===== src/rtl/pic_irq_controller_if.sv =====
// rtl/pic_irq_controller_if.sv - register port and CPU acknowledge/EOI bundle for pic_irq_controller
interface pic_irq_controller_if #(
  parameter int NUM_IRQ  = 16,
  parameter int ID_W     = 4,
  parameter int VECTOR_W = 8
);
  logic                cfg_we;
  logic [2:0]          cfg_addr;
  logic [NUM_IRQ-1:0]  cfg_wdata;
  logic [NUM_IRQ-1:0]  cfg_rdata;
  logic                int_req;
  logic                int_ack;
  logic                eoi_valid;
  logic                eoi_specific;
  logic [ID_W-1:0]     eoi_id;
  logic [VECTOR_W-1:0] vector;
  logic                vector_valid;
  logic                spurious;

  modport master (
    output cfg_we, cfg_addr, cfg_wdata, int_ack, eoi_valid, eoi_specific, eoi_id,
    input  cfg_rdata, int_req, vector, vector_valid, spurious
  );

  modport slave (
    input  cfg_we, cfg_addr, cfg_wdata, int_ack, eoi_valid, eoi_specific, eoi_id,
    output cfg_rdata, int_req, vector, vector_valid, spurious
  );
endinterface


===== src/rtl/pic_irq_controller.sv =====
// rtl/pic_irq_controller.sv - parametrised 8259A-style controller with fully nested fixed/rotating priority
module pic_irq_controller #(
  parameter int                  NUM_IRQ     = 16,
  parameter int                  ID_W        = 4,
  parameter int                  VECTOR_W    = 8,
  parameter logic [VECTOR_W-1:0] VECTOR_BASE = 8'h20
) (
  input  logic               clock,
  input  logic               reset_n,
  input  logic [NUM_IRQ-1:0] irq_in,
  pic_irq_controller_if.slave bus
);
  localparam logic [VECTOR_W-1:0] SPUR_VEC = VECTOR_BASE + VECTOR_W'(NUM_IRQ - 1);

  logic [NUM_IRQ-1:0] sync1, sync2, sync3;
  logic [NUM_IRQ-1:0] imr, trig, irr, isr;
  logic               rotate_en, auto_eoi;
  logic [ID_W-1:0]    ptr;

  logic [NUM_IRQ-1:0] pend, win_mask, eoi_mask, trig_fall, irr_n, isr_n;
  logic [ID_W-1:0]    idx, win_id, isr_id, eoi_ch, ptr_n;
  int                 win_pos, isr_pos;
  logic               win_valid, eoi_hit, ack_hit;

  // Index 'off' places after 'base' in the circular channel order.
  function automatic logic [ID_W-1:0] wrap_inc(input logic [ID_W-1:0] base, input int off);
    int s;
    s = int'(base) + off;
    if (s >= NUM_IRQ) s = s - NUM_IRQ;
    return ID_W'(s);
  endfunction

  // Scanning from lowest to highest priority leaves the highest-priority hit in place.
  always_comb begin
    pend    = irr & ~imr;
    idx     = '0;
    win_id  = '0;
    isr_id  = '0;
    win_pos = NUM_IRQ;
    isr_pos = NUM_IRQ;
    for (int j = NUM_IRQ - 1; j >= 0; j--) begin
      idx = wrap_inc(ptr, j);
      if (pend[idx]) begin
        win_id  = idx;
        win_pos = j;
      end
      if (isr[idx]) begin
        isr_id  = idx;
        isr_pos = j;
      end
    end
    win_valid = (win_pos < isr_pos);
  end

  always_comb begin
    eoi_hit = 1'b0;
    eoi_ch  = '0;
    if (bus.eoi_valid) begin
      if (bus.eoi_specific) begin
        if (int'(bus.eoi_id) < NUM_IRQ && isr[bus.eoi_id]) begin
          eoi_hit = 1'b1;
          eoi_ch  = bus.eoi_id;
        end
      end else if (isr_pos < NUM_IRQ) begin
        eoi_hit = 1'b1;
        eoi_ch  = isr_id;
      end
    end

    ack_hit  = bus.int_ack && win_valid;
    win_mask = '0;
    win_mask[win_id] = 1'b1;
    eoi_mask = '0;
    eoi_mask[eoi_ch] = 1'b1;

    // EOI clears against the pre-ack ISR, then the ack set is OR-ed on top.
    isr_n = (isr & ~(eoi_hit ? eoi_mask : '0)) | ((ack_hit && !auto_eoi) ? win_mask : '0);

    trig_fall = (bus.cfg_we && bus.cfg_addr == 3'd1) ? (trig & ~bus.cfg_wdata) : '0;
    irr_n = (trig & sync2)
          | (~trig & ((irr & ~(ack_hit ? win_mask : '0)) | (sync2 & ~sync3)));
    irr_n = irr_n & ~trig_fall;

    ptr_n = ptr;
    if (ack_hit && auto_eoi && rotate_en) ptr_n = wrap_inc(win_id, 1);
    if (eoi_hit && rotate_en) ptr_n = wrap_inc(eoi_ch, 1);
  end

  always_comb begin
    bus.cfg_rdata = '0;
    case (bus.cfg_addr)
      3'd0:    bus.cfg_rdata = imr;
      3'd1:    bus.cfg_rdata = trig;
      3'd2:    bus.cfg_rdata[1:0] = {auto_eoi, rotate_en};
      3'd3:    bus.cfg_rdata = irr;
      3'd4:    bus.cfg_rdata = isr;
      default: bus.cfg_rdata = '0;
    endcase
  end

  always_ff @(posedge clock or negedge reset_n) begin
    if (!reset_n) begin
      sync1            <= '0;
      sync2            <= '0;
      sync3            <= '0;
      imr              <= '1;
      trig             <= '0;
      irr              <= '0;
      isr              <= '0;
      rotate_en        <= 1'b0;
      auto_eoi         <= 1'b0;
      ptr              <= '0;
      bus.int_req      <= 1'b0;
      bus.vector       <= '0;
      bus.vector_valid <= 1'b0;
      bus.spurious     <= 1'b0;
    end else begin
      sync1 <= irq_in;
      sync2 <= sync1;
      sync3 <= sync2;
      irr   <= irr_n;
      isr   <= isr_n;
      ptr   <= ptr_n;
      bus.int_req <= win_valid;
      if (bus.cfg_we) begin
        case (bus.cfg_addr)
          3'd0:    imr <= bus.cfg_wdata;
          3'd1:    trig <= bus.cfg_wdata;
          3'd2:    {auto_eoi, rotate_en} <= bus.cfg_wdata[1:0];
          default: ;
        endcase
      end
      bus.vector_valid <= bus.int_ack;
      bus.spurious     <= bus.int_ack && !win_valid;
      if (bus.int_ack) bus.vector <= ack_hit ? (VECTOR_BASE + VECTOR_W'(win_id)) : SPUR_VEC;
    end
  end
endmodule


===== src/flat_wrapper.sv =====
// flat-port wrapper written by rule: the top's interface ports become plain ports
module pic_irq_controller_flat 
#(
  parameter int                  NUM_IRQ     = 16,
  parameter int                  ID_W        = 4,
  parameter int                  VECTOR_W    = 8,
  parameter logic [VECTOR_W-1:0] VECTOR_BASE = 8'h20
)
  (clock, reset_n, irq_in, bus_cfg_we, bus_cfg_addr, bus_cfg_wdata, bus_int_ack, bus_eoi_valid, bus_eoi_specific, bus_eoi_id, bus_cfg_rdata, bus_int_req, bus_vector, bus_vector_valid, bus_spurious);
  pic_irq_controller_if #(.NUM_IRQ(NUM_IRQ), .ID_W(ID_W), .VECTOR_W(VECTOR_W)) bus_i ();
  input  logic clock;
  input  logic reset_n;
  input  logic [NUM_IRQ-1:0] irq_in;
  input wire logic [$bits(bus_i.cfg_we)-1:0] bus_cfg_we;
  input wire logic [$bits(bus_i.cfg_addr)-1:0] bus_cfg_addr;
  input wire logic [$bits(bus_i.cfg_wdata)-1:0] bus_cfg_wdata;
  input wire logic [$bits(bus_i.int_ack)-1:0] bus_int_ack;
  input wire logic [$bits(bus_i.eoi_valid)-1:0] bus_eoi_valid;
  input wire logic [$bits(bus_i.eoi_specific)-1:0] bus_eoi_specific;
  input wire logic [$bits(bus_i.eoi_id)-1:0] bus_eoi_id;
  output wire logic [$bits(bus_i.cfg_rdata)-1:0] bus_cfg_rdata;
  output wire logic [$bits(bus_i.int_req)-1:0] bus_int_req;
  output wire logic [$bits(bus_i.vector)-1:0] bus_vector;
  output wire logic [$bits(bus_i.vector_valid)-1:0] bus_vector_valid;
  output wire logic [$bits(bus_i.spurious)-1:0] bus_spurious;
  assign bus_i.cfg_we = bus_cfg_we;
  assign bus_i.cfg_addr = bus_cfg_addr;
  assign bus_i.cfg_wdata = bus_cfg_wdata;
  assign bus_i.int_ack = bus_int_ack;
  assign bus_i.eoi_valid = bus_eoi_valid;
  assign bus_i.eoi_specific = bus_eoi_specific;
  assign bus_i.eoi_id = bus_eoi_id;
  assign bus_cfg_rdata = bus_i.cfg_rdata;
  assign bus_int_req = bus_i.int_req;
  assign bus_vector = bus_i.vector;
  assign bus_vector_valid = bus_i.vector_valid;
  assign bus_spurious = bus_i.spurious;
  pic_irq_controller #(.NUM_IRQ(NUM_IRQ), .ID_W(ID_W), .VECTOR_W(VECTOR_W), .VECTOR_BASE(VECTOR_BASE)) u_core (.clock(clock), .reset_n(reset_n), .irq_in(irq_in), .bus(bus_i));
endmodule

===== config.mk =====
export PLATFORM = sky130hd
export DESIGN_NAME = pic_irq_controller_flat
export DESIGN_NICKNAME = d
export VERILOG_FILES = /design/src/rtl/pic_irq_controller_if.sv /design/src/rtl/pic_irq_controller.sv /design/src/flat_wrapper.sv
export SDC_FILE = /design/constraint.sdc
export NUM_CORES = 1
export LEC_CHECK = 0
export CORE_MARGIN = 2
export CORE_UTILIZATION = 61
export DETAILED_ROUTE_END_ITERATION = 16
export GPL_TIMING_DRIVEN = 0
export PLACE_DENSITY = 0.82
export SKIP_CTS_REPAIR_TIMING = 1
export SYNTH_ARGS = -nofsm -noshare
export SYNTH_HDL_FRONTEND = slang
export SYNTH_SLANG_ARGS = --single-unit

===== constraint.sdc =====
create_clock -name clock -period 8.3 [get_ports clock]
set_clock_uncertainty 0.15 [all_clocks]
set_input_delay 1.66 -clock clock [delete_from_list [all_inputs] [get_ports clock]]
set_output_delay 1.66 -clock clock [all_outputs]
set_load 0.02 [all_outputs]

[Yosys cells after proc, flatten, opt, wreduce, memory -nomap -nowiden]
Cells that the tools add are included.
Word-level totals
  flip-flop bits (word level): 129
  input port bits: 45
  output and inout bits: 27
  word-level logic and storage cells: 298
Cells by class
  add/sub/neg operators: 36
  $lt $le $gt $ge: 41
  equal/unequal tests: 4
  mux-type cells: 169
  bitwise gates (word level): 18
  reductions and logical operators: 16
Operator list (number)
  $mux 32: 15
  $mux 4: 56
  $bmux 1 s4: 33
  $and 16x16->16: 8
  $not 16->16: 7
  $lt 4x5->1 const B: 19
  $ge 5x5->1 const B: 17
  $mux 5: 17
  $sub 4x1->4 const B: 18
  $mux 16: 4
  $pmux 14 s4: 1
  $or 16x16->16: 3
  $add 4x4->5 const B: 8
  $mux 1: 39
  $lt 32x6->1: 1
  $add 4x3->5 const B: 4
  $add 4x1->5 const B: 3
  $add 4x2->5 const B: 2
  $pmux 2 s5: 1
  $logic_and 1x1->1: 9
  $demux 1 s4: 2
  $ge 4x1->1 const B: 2
  $mux 8: 1
  $add 6x4->7 const A: 1
  9 further kinds: 13

[Depth between registers and ports, before layout]
Gate-level depths: netlist of run 1.
  word-level depth: 33
  mapped depth: 26
  depth with buffers taken out: 20

[Worst setup path before layout of run 1]
OpenSTA, ideal clock, no wires.
  kind: reg2reg
  from: reg u_core.ptr[1]
  to: reg u_core.irr[6]
  setup time: 122 ps
  arrival: 5967 ps
  required time: 8028 ps
  setup slack: 2061 ps
  stages on the path, launching flop included: 22
  buffers on the path: 5
  period minus slack after synthesis: 6239 ps
  cells stage by stage: dfrtp_1 -> buf_2 -> clkinv_1 -> buf_2 -> buf_1 -> ha_1 -> clkbuf_1 -> buf_2 -> mux4_2 -> mux2i_1 -> mux2i_1 -> or4b_4 -> or4_4 -> ha_1 -> nand2_1 -> a21oi_1 -> nand2_1 -> a21oi_1 -> a211oi_4 -> nand2_1 -> or4_1 -> a32o_1
On the way
  elaborated cells between the ends (all ways): 189
  those cells by class: 31 x add/sub; 19 x order compare; 131 x mux; 6 x bitwise; 2 x reduce/logical
RTL lines
  start: declaration: line pic_irq_controller.sv:18  | logic [ID_W-1:0] ptr;
  start signal: assignment: line pic_irq_controller.sv:123  | ptr <= ptr_n;
  $add 4x4->5: line pic_irq_controller.sv:28  | s = int'(base) + off;
  $sub 4x1->4 or $ge 5x5->1 (tied branches): line pic_irq_controller.sv:29  | if (s >= NUM_IRQ) s = s - NUM_IRQ;
  $mux 4: line pic_irq_controller.sv:29
  $bmux 1 s4, on equally long branches: line pic_irq_controller.sv:43, pic_irq_controller.sv:47
  $mux 1, on equally long branches: line pic_irq_controller.sv:43, pic_irq_controller.sv:47
  $mux 5, on equally long branches: line pic_irq_controller.sv:43, pic_irq_controller.sv:47
  $mux 32 or $mux 5 (tied branches) (15 in a row): line pic_irq_controller.sv:43, pic_irq_controller.sv:47
  $lt 32x6->1 (*): line pic_irq_controller.sv:52  | win_valid = (win_pos < isr_pos);
  via u_core.win_valid: line pic_irq_controller.sv:23  | logic win_valid, eoi_hit, ack_hit;
  [... 1 more ...]
  $mux 16 (*): line pic_irq_controller.sv:81  | | (~trig & ((irr & ~(ack_hit ? win_mask : '0)) | (sync2 & ~sync3)));
  $not 16->16 (*): line pic_irq_controller.sv:81
  $and 16x16->16 (*): line pic_irq_controller.sv:81
  $or 16x16->16 (*): line pic_irq_controller.sv:81
  $and 16x16->16 (*): line pic_irq_controller.sv:81
  $or 16x16->16 (*): line pic_irq_controller.sv:81
  $and 16x16->16 (*): line pic_irq_controller.sv:82  | irr_n = irr_n & ~trig_fall;
  via u_core.irr_n[6]: line pic_irq_controller.sv:20  | logic [NUM_IRQ-1:0] pend, win_mask, eoi_mask, trig_fall, irr_n, isr_n;
  end signal: assignment: line pic_irq_controller.sv:121  | irr <= irr_n;
  end: declaration: line pic_irq_controller.sv:16  | logic [NUM_IRQ-1:0] imr, trig, irr, isr;
Mark *: on every way through the listed nets, which the timed path passes. The rest lies on a longest branch. The select of a mux whose other input is x is not followed.
A chain may end at the register's enable or synchronous reset.

[Final worst setup path of run 1]
Same ends and word-level chain as after synthesis.

==> summary.txt, run 1 <==
Run status
  – Outcome: completed

Critical path
  – Largest stage delay, worst path: 550 ps
  – Crit path max-delay cell type: dfrtp_1
  – R2R Path Start: u_core.ptr[1]
  – Setup slack, reg-to-reg: 550 ps
  – Critical R2R Capture: u_core.irr[6]
  – Worst EP arrival: 7910 ps
  – Critical Path RT: 8460 ps
  – Crit-path max FO: 22
  – Setup crit end kind: register
  – Crit start category: register
  – Worst path bufs/invs: 7
  – FF-to-FF path depth: 23
  – CP cell instances: buf_2 > clkinv_1 > buf_2 > ha_1 > clkbuf_1 > buf_2 > inv_1 > clkbuf_2 > mux2i_1 > mux2i_1 > or2_2 > a2111oi_0 > nor3_1 > o211ai_1 > a311oi_1 > ha_1 > a21oi_1 > o21ai_0 > a21o_1 > a211oi_4 > nand2_2 > or4_1 > a32o_1
  – Crit path from: u_core.ptr[1]
  – Top delay family on crit path: buffers and inverters
  – Crit path kind: reg2reg
  – Most Frequent Cell on Critical Path: buf_2

Yosys
  – Ys async rst share: 100%
  – Post-synthesis sequential area ratio: 29.7%
  – Synth Flop Type: dfrtp_1
  – Synth warn: 0
  – Avg Synthesized Cell Area: 9.70 sq um
  – Number of synthesized flops with an enable pin: 0
  – Flops & latches, synth: 126
  – Cell Area, Synth: 10,700 sq um
  – Cells after Synth: 1,100
  – Distinct cells, synth: 88

Timing
  – Max-slew violation count: 0
  – Endpoints failing hold: 0
  – Slew Limit Headroom: 6.84%
  – Worst-Margin Slew: 1390 ps
  – Unrepaired setup endpoints after global routing: no
  – Setup violators final: 0
  – Final worst path period need: 7750 ps
  – Fin worst setup slack: 546 ps
  – Tcrit/Tclk final: 93.4%
  – Fmax: 0.129 GHz

Detailed routing
  – Drt total wl: 36.9 mm
  – Routed via count: 10,400
  – DRC viols: 0
  – Initial detailed-routing violation count: 1,391
  – TritonRoute pass-1 iters: 6
  – Vias per inst: 7.28
  – WL per Instance: 25.9 microns
  – ANT nets after route: 0

Floorplanning
  – Die Wd: 136 microns
  – Core footprint: 17,200 sq um
  – Die area: 18,600 sq um
  – IO Count: 72
  – Initial cell density of the core: 62.1%
  – Die height: 136 microns
  – # rows: 48

Cells and area
  – Fin nets: 1,245
  – Multi-input gate area: 7070 sq um
  – Fillers: 1,258
  – Ant diodes: 0
  – Share of cells above drive strength 1: 18.2%
  – P&R area growth vs syn: 15.4%
  – Register area: 3170 sq um

Clocking
  – Number of CTS-inserted buffers: 17
  – Worst-Skew Late Latency: 420 ps
  – # clock sinks: 126
  – Clock tree from TritonCTS: done
  – Register clock-pin slew on the reported worst setup and hold paths: 60 ps
  – Clock Path Buffers: 2
  – H-Tree Depth: 4
  – Clock root buffer: clkbuf_16

GRT
  – Initial antenna violation count: 0
  – Met2 Usage GRT: 62.8%
  – Met3 usage: 8.69%
  – Global-route wire length before repair: 57.1 mm
  – Grt ovf: 0
  – Maximum number of pins on one net before global-route repair: 79
  – Vias in the first global route: 10,100
  – M1 GR Usage: 52.9%
  – Tot GR Track Use: 41.0%
  – Gr busiest metal: met2

Min path
  – Worst hold path cell count: 0
  – Hold EP: u_core.sync2[13]
  – Worst hold path class: reg2reg
  – Min-delay src: u_core.sync1[13]

Placed design
  – Port bufs: 66
  – Hpwl dp: 26.7 mm
  – GPL Wtd Cong: 0.994
  – Dpl ws: -49.4 ps

Flow run
  – # Max-Cap Violations: 0
==> per-stage QoR <==
step	hold slack, ps	cell area [sq um]	setup TNS (ps)	cells	utilization (%)
5_1_grt	201	12300	0	1426	71.7
6_report	199	12300	0	1426	71.7
3_3_place_gp	182	11600	-81.7	1393	67.7
2_1_floorplan	181	10700	0	1102	-
4_1_cts	201	12300	-281	1426	71.6
3_5_place_dp	186	11600	-49.4	1394	67.8
==> cells in the final DEF (no fill, tap or decap), types with 10 or more instances in the layout <==
| cell type | netlist | layout |
|---|---|---|
| buf_2 | 12 | 12 |
| o211ai_1 | 16 | 16 |
| clkbuf_1 | 29 | 28 |
| o21ai_0 | 109 | 109 |
| mux2_2 | 48 | 48 |
| nor2_1 | 66 | 66 |
| dfrtp_1 | 110 | 110 |
| nand2b_1 | 29 | 29 |
| nor3_1 | 15 | 14 |
| nand2_1 | 112 | 111 |
| nand3_1 | 21 | 21 |
| clkdlybuf4s50_1 | 0 | 65 |
| clkbuf_16 | 0 | 17 |
| o21a_1 | 10 | 10 |
| a31oi_1 | 12 | 12 |
| a21oi_1 | 53 | 53 |
| a211oi_1 | 14 | 14 |
| mux2i_1 | 82 | 82 |
| ha_1 | 12 | 12 |
| dfstp_2 | 16 | 16 |
| nor2b_1 | 27 | 27 |
| inv_1 | 29 | 29 |
| o22ai_1 | 14 | 14 |
| mux4_2 | 60 | 60 |
==> cell usage after synthesis, types with 27 or more instances <==
cell / number / share of area (%)
clkbuf_1: 29 / 1.0
mux2_2: 48 / 5.1
mux4_2: 60 / 13
nor2b_1: 27 / 1.6
nand2_1: 112 / 3.9
inv_1: 29 / 1.0
nor2_1: 66 / 2.3
mux2i_1: 82 / 7.7
o21ai_0: 109 / 5.1
a21oi_1: 53 / 2.5
nand2b_1: 29 / 1.7
dfrtp_1: 110 / 26
==> final cells by class <==
type	instances	share of cell area (%)
Buffer	58	2.54
Clock buffer	17	3.46
Clock inverter	15	1.76
Inverter	35	1.07
Multi-Input combinational cell	882	57.5
Sequential cell	126	25.8
Tap cell	225	2.29
Timing Repair Buffer	68	5.66
==> cells by family after synthesis <==
family	count (synthesis)	synth area share, %
xor+xnor	19	1.70
buf+inv	94	4.19
simple gates	328	15.2
fa+ha+maj	12	1.41
compound gates	321	20.2
mux	199	27.5
other cells	1	0.0351
flops	126	29.7
==> flip-flops by register name, summed over array words and instances (netlist names), 5 cells and up <==
name	cells
u_core.isr	16
u_core.imr	16
u_core.trig	16
u_core.irr	16
u_core.sync3	16
u_core.sync1	16
u_core.bus.vector	5
u_core.sync2	16
==> worst max-delay path by stage <==
| stage | end | depth (start not counted) |
|---|---|---|
| after detailed placement | u_core.irr[6] | 25 |
| after floorplan | u_core.irr[6] | 21 |
| after global routing | u_core.irr[6] | 23 |
| final | u_core.irr[6] | 23 |
| after CTS | u_core.irr[6] | 25 |
| after global placement | u_core.irr[6] | 25 |
==> per-layer routing <==
metal  up-vias  wire length [microns]
li1       4386                      -
met5         -                      0
met1      5011                  13700
met3       194                   4100
met2       796                  16600
met4         0                   2490
==> worst register-to-register path, stage by stage, from the launching register on <==
cell	delay [ps]
dfrtp_1	550
buf_2	360
clkinv_1	390
buf_2	450
ha_1	410
clkbuf_1	300
buf_2	380
inv_1	220
clkbuf_2	290
mux2i_1	400
mux2i_1	240
or2_2	380
a2111oi_0	470
nor3_1	90
o211ai_1	200
a311oi_1	140
ha_1	250
a21oi_1	100
o21ai_0	90
a21o_1	210
a211oi_4	460
nand2_2	300
or4_1	540
a32o_1	270
Power of run 1 is not shown: default switching activity piles up to over one toggle a cycle in this logic, so the estimate is an artifact.
==> run 2: changes to the inputs <==
--- a/config.mk
+++ b/config.mk
@@ -10,6 +10,7 @@
 export DETAILED_ROUTE_END_ITERATION = 16
 export GPL_TIMING_DRIVEN = 0
 export PLACE_DENSITY = 0.82
+export SETUP_SLACK_MARGIN = 0.15
 export SKIP_CTS_REPAIR_TIMING = 1
 export SYNTH_ARGS = -nofsm -noshare
 export SYNTH_HDL_FRONTEND = slang
==> constraint.sdc (replaced) <==
create_clock -name clock -period 8.5 [get_ports clock]
set_clock_uncertainty 0.15 [all_clocks]
set_input_delay 1.7 -clock clock [delete_from_list [all_inputs] [get_ports clock]]
set_output_delay 1.7 -clock clock [all_outputs]
set_load 0.02 [all_outputs]
==> results of run 2 <==
The final DEF is identical to that of run 1. Status: completed.
Main changes from that run: setup slack after placement -49.4 ps -> 151 ps; setup slack after layout 546 ps -> 746 ps; register-to-register setup slack 550 ps -> 750 ps
Power of run 2 is left out for the same reason.
==> run 3: changes to the inputs <==
--- a/config.mk
+++ b/config.mk
@@ -6,10 +6,11 @@
 export NUM_CORES = 1
 export LEC_CHECK = 0
 export CORE_MARGIN = 2
-export CORE_UTILIZATION = 61
+export CORE_UTILIZATION = 35
+export CTS_BUF_LIST = sky130_fd_sc_hd__clkbuf_16
 export DETAILED_ROUTE_END_ITERATION = 16
 export GPL_TIMING_DRIVEN = 0
-export PLACE_DENSITY = 0.82
+export HOLD_SLACK_MARGIN = 0.05
 export SETUP_SLACK_MARGIN = 0.15
 export SKIP_CTS_REPAIR_TIMING = 1
 export SYNTH_ARGS = -nofsm -noshare
==> summary.txt, run 3 (synthesis gave the netlist of run 1 again) <==
Cells and area
  – Fin nets: 1,247
  – Final core utilization: 41.8%
  – P&R area growth vs syn: 16.7%
  – Share of cells above drive strength 1: 18.0%
  – Fillers: 2,985
  – Commonest non-fill, non-tap cell in the layout: nand2_1
  – Most frequent cells in the layout: nand2_1, dfrtp_1, o21ai_0
  – Ant diodes: 0

Detailed routing
  – Initial detailed-routing violation count: 1,159
  – DRC viols: 0
  – Drt total wl: 38.4 mm
  – Vias per inst: 6.28
  – WL per Instance: 24.1 microns
  – ANT nets after route: 0
  – TritonRoute pass-1 iters: 6
  – Routed via count: 10,000

Placed design
  – Port bufs: 66
  – GPL Wtd Cong: 0.980
  – Hpwl dp: 29.1 mm

Critical path
  – Critical Path RT: 8670 ps
  – Crit path from: u_core.ptr[1]
  – Crit-path max FO: 22
  – Setup slack, reg-to-reg: 540 ps
  – Crit start category: register
  – Critical R2R Capture: u_core.irr[7]
  – FF-to-FF path depth: 25
  – Worst setup path endpoint: u_core.irr[7]
  – Worst EP arrival: 8130 ps
  – R2R Path Start: u_core.ptr[1]
  – Crit path kind: reg2reg
  – Setup crit end kind: register

Timing
  – Endpoints failing hold: 0
  – Final worst path period need: 7960 ps
  – Max-slew violation count: 0
  – Final hold slack: 197 ps
  – Worst-Margin Slew: 1420 ps
  – Setup violators final: 0
  – Fmax: 0.126 GHz
  – Tcrit/Tclk final: 93.7%
  – Setup TNS: 0 ps
  – Slew Limit Headroom: 4.97%
  – Unrepaired setup endpoints after global routing: no

Flow run
  – # Max-Cap Violations: 0

Floorplanning
  – Die area: 31,900 sq um
  – Die Wd: 179 microns
  – Initial cell density of the core: 35.8%
  – # rows: 63
  – Core footprint: 29,800 sq um
  – IO Count: 72
  – Die height: 179 microns

GRT
  – Initial antenna violation count: 0
  – Tot GR Track Use: 24.3%
  – Global-route wire length before repair: 58.1 mm
  – Maximum number of pins on one net before global-route repair: 83
  – Grt ovf: 0
  – Vias in the first global route: 9,549

Clocking
  – Clock Path Buffers: 2
  – H-Tree Depth: 4
  – Register clock-pin slew on the reported worst setup and hold paths: 60 ps
  – Clock root buffer: clkbuf_16
  – Number of CTS-inserted buffers: 17
  – Worst-Skew Late Latency: 430 ps
  – # clock sinks: 126
  – Clock tree from TritonCTS: done

Run status
  – Outcome: completed

Min path
  – Worst hold path class: reg2reg
-- run 3: cell types whose count changed in the layout (fill, tap and decap cells not counted), sizes merged --
cell,before,now
bufinv,3,1
clkinv,3,5
clkinvlp,1,3
buf,32,34
inv,43,41
-- run 3: final cells by class --
class                   instances  area (sq um)  area share (%)
multi-input cells             882          7060            56.7
clock buffers                  17           425            3.42
inverters                      35           131            1.05
clock inverters                15           151            1.22
flip-flops and latches        126          3170            25.5
well taps                     390           488            3.92
repair buffers                 70           712            5.72
plain buffers                  58           313            2.51
-- run 3: through the flow --
step / setup slack (ps) / cell area [sq um] / instances
after floorplan: 2260 / 10700 / 1102
after global placement: -30.5 / 11800 / 1558
after detailed placement: -87.9 / 11900 / 1559
after CTS: -118 / 12400 / 1591
after global routing: 152 / 12500 / 1593
final: 538 / 12500 / 1593
-- run 3: how the worst min path moves through the flow --
stage | from | end | slack [ps] | cells past startpoint
global route | u_core.sync1[12] | u_core.sync2[12] | 210 | 0
global placement | u_core.sync1[14] | u_core.sync2[14] | 180 | 0
detailed placement | u_core.sync1[14] | u_core.sync2[14] | 190 | 0
CTS | u_core.sync1[14] | u_core.sync2[14] | 200 | 0
floorplan | u_core.sync1[0] | u_core.sync2[0] | 180 | 0
finish | u_core.sync1[14] | u_core.sync2[14] | 200 | 0
-- run 3: layer usage --
layer	vias up	part of all wire (%)	global-route usage, %
li1	4393	-	-
met3	79	7.4	3.90
met4	0	2.8	8.94
met2	542	47	39.2
met1	4988	43	33.0
met5	-	0	0
-- run 3: critical path, stage by stage, from the launching register on --
cell,delay (ps)
dfrtp_1,530
buf_2,360
clkinv_1,440
buf_2,490
ha_1,390
clkbuf_1,320
buf_2,410
inv_1,240
clkbuf_2,320
mux2i_1,400
mux2i_1,230
or2_2,380
a2111oi_0,410
nor3_1,90
o211ai_1,190
a311oi_1,130
ha_1,250
a21oi_1,110
o21ai_0,90
a21o_1,210
a211oi_4,430
buf_4,190
and2_0,110
clkbuf_1,300
nand3_1,310
o31a_1,370
Power of run 3 is left out for the same reason.
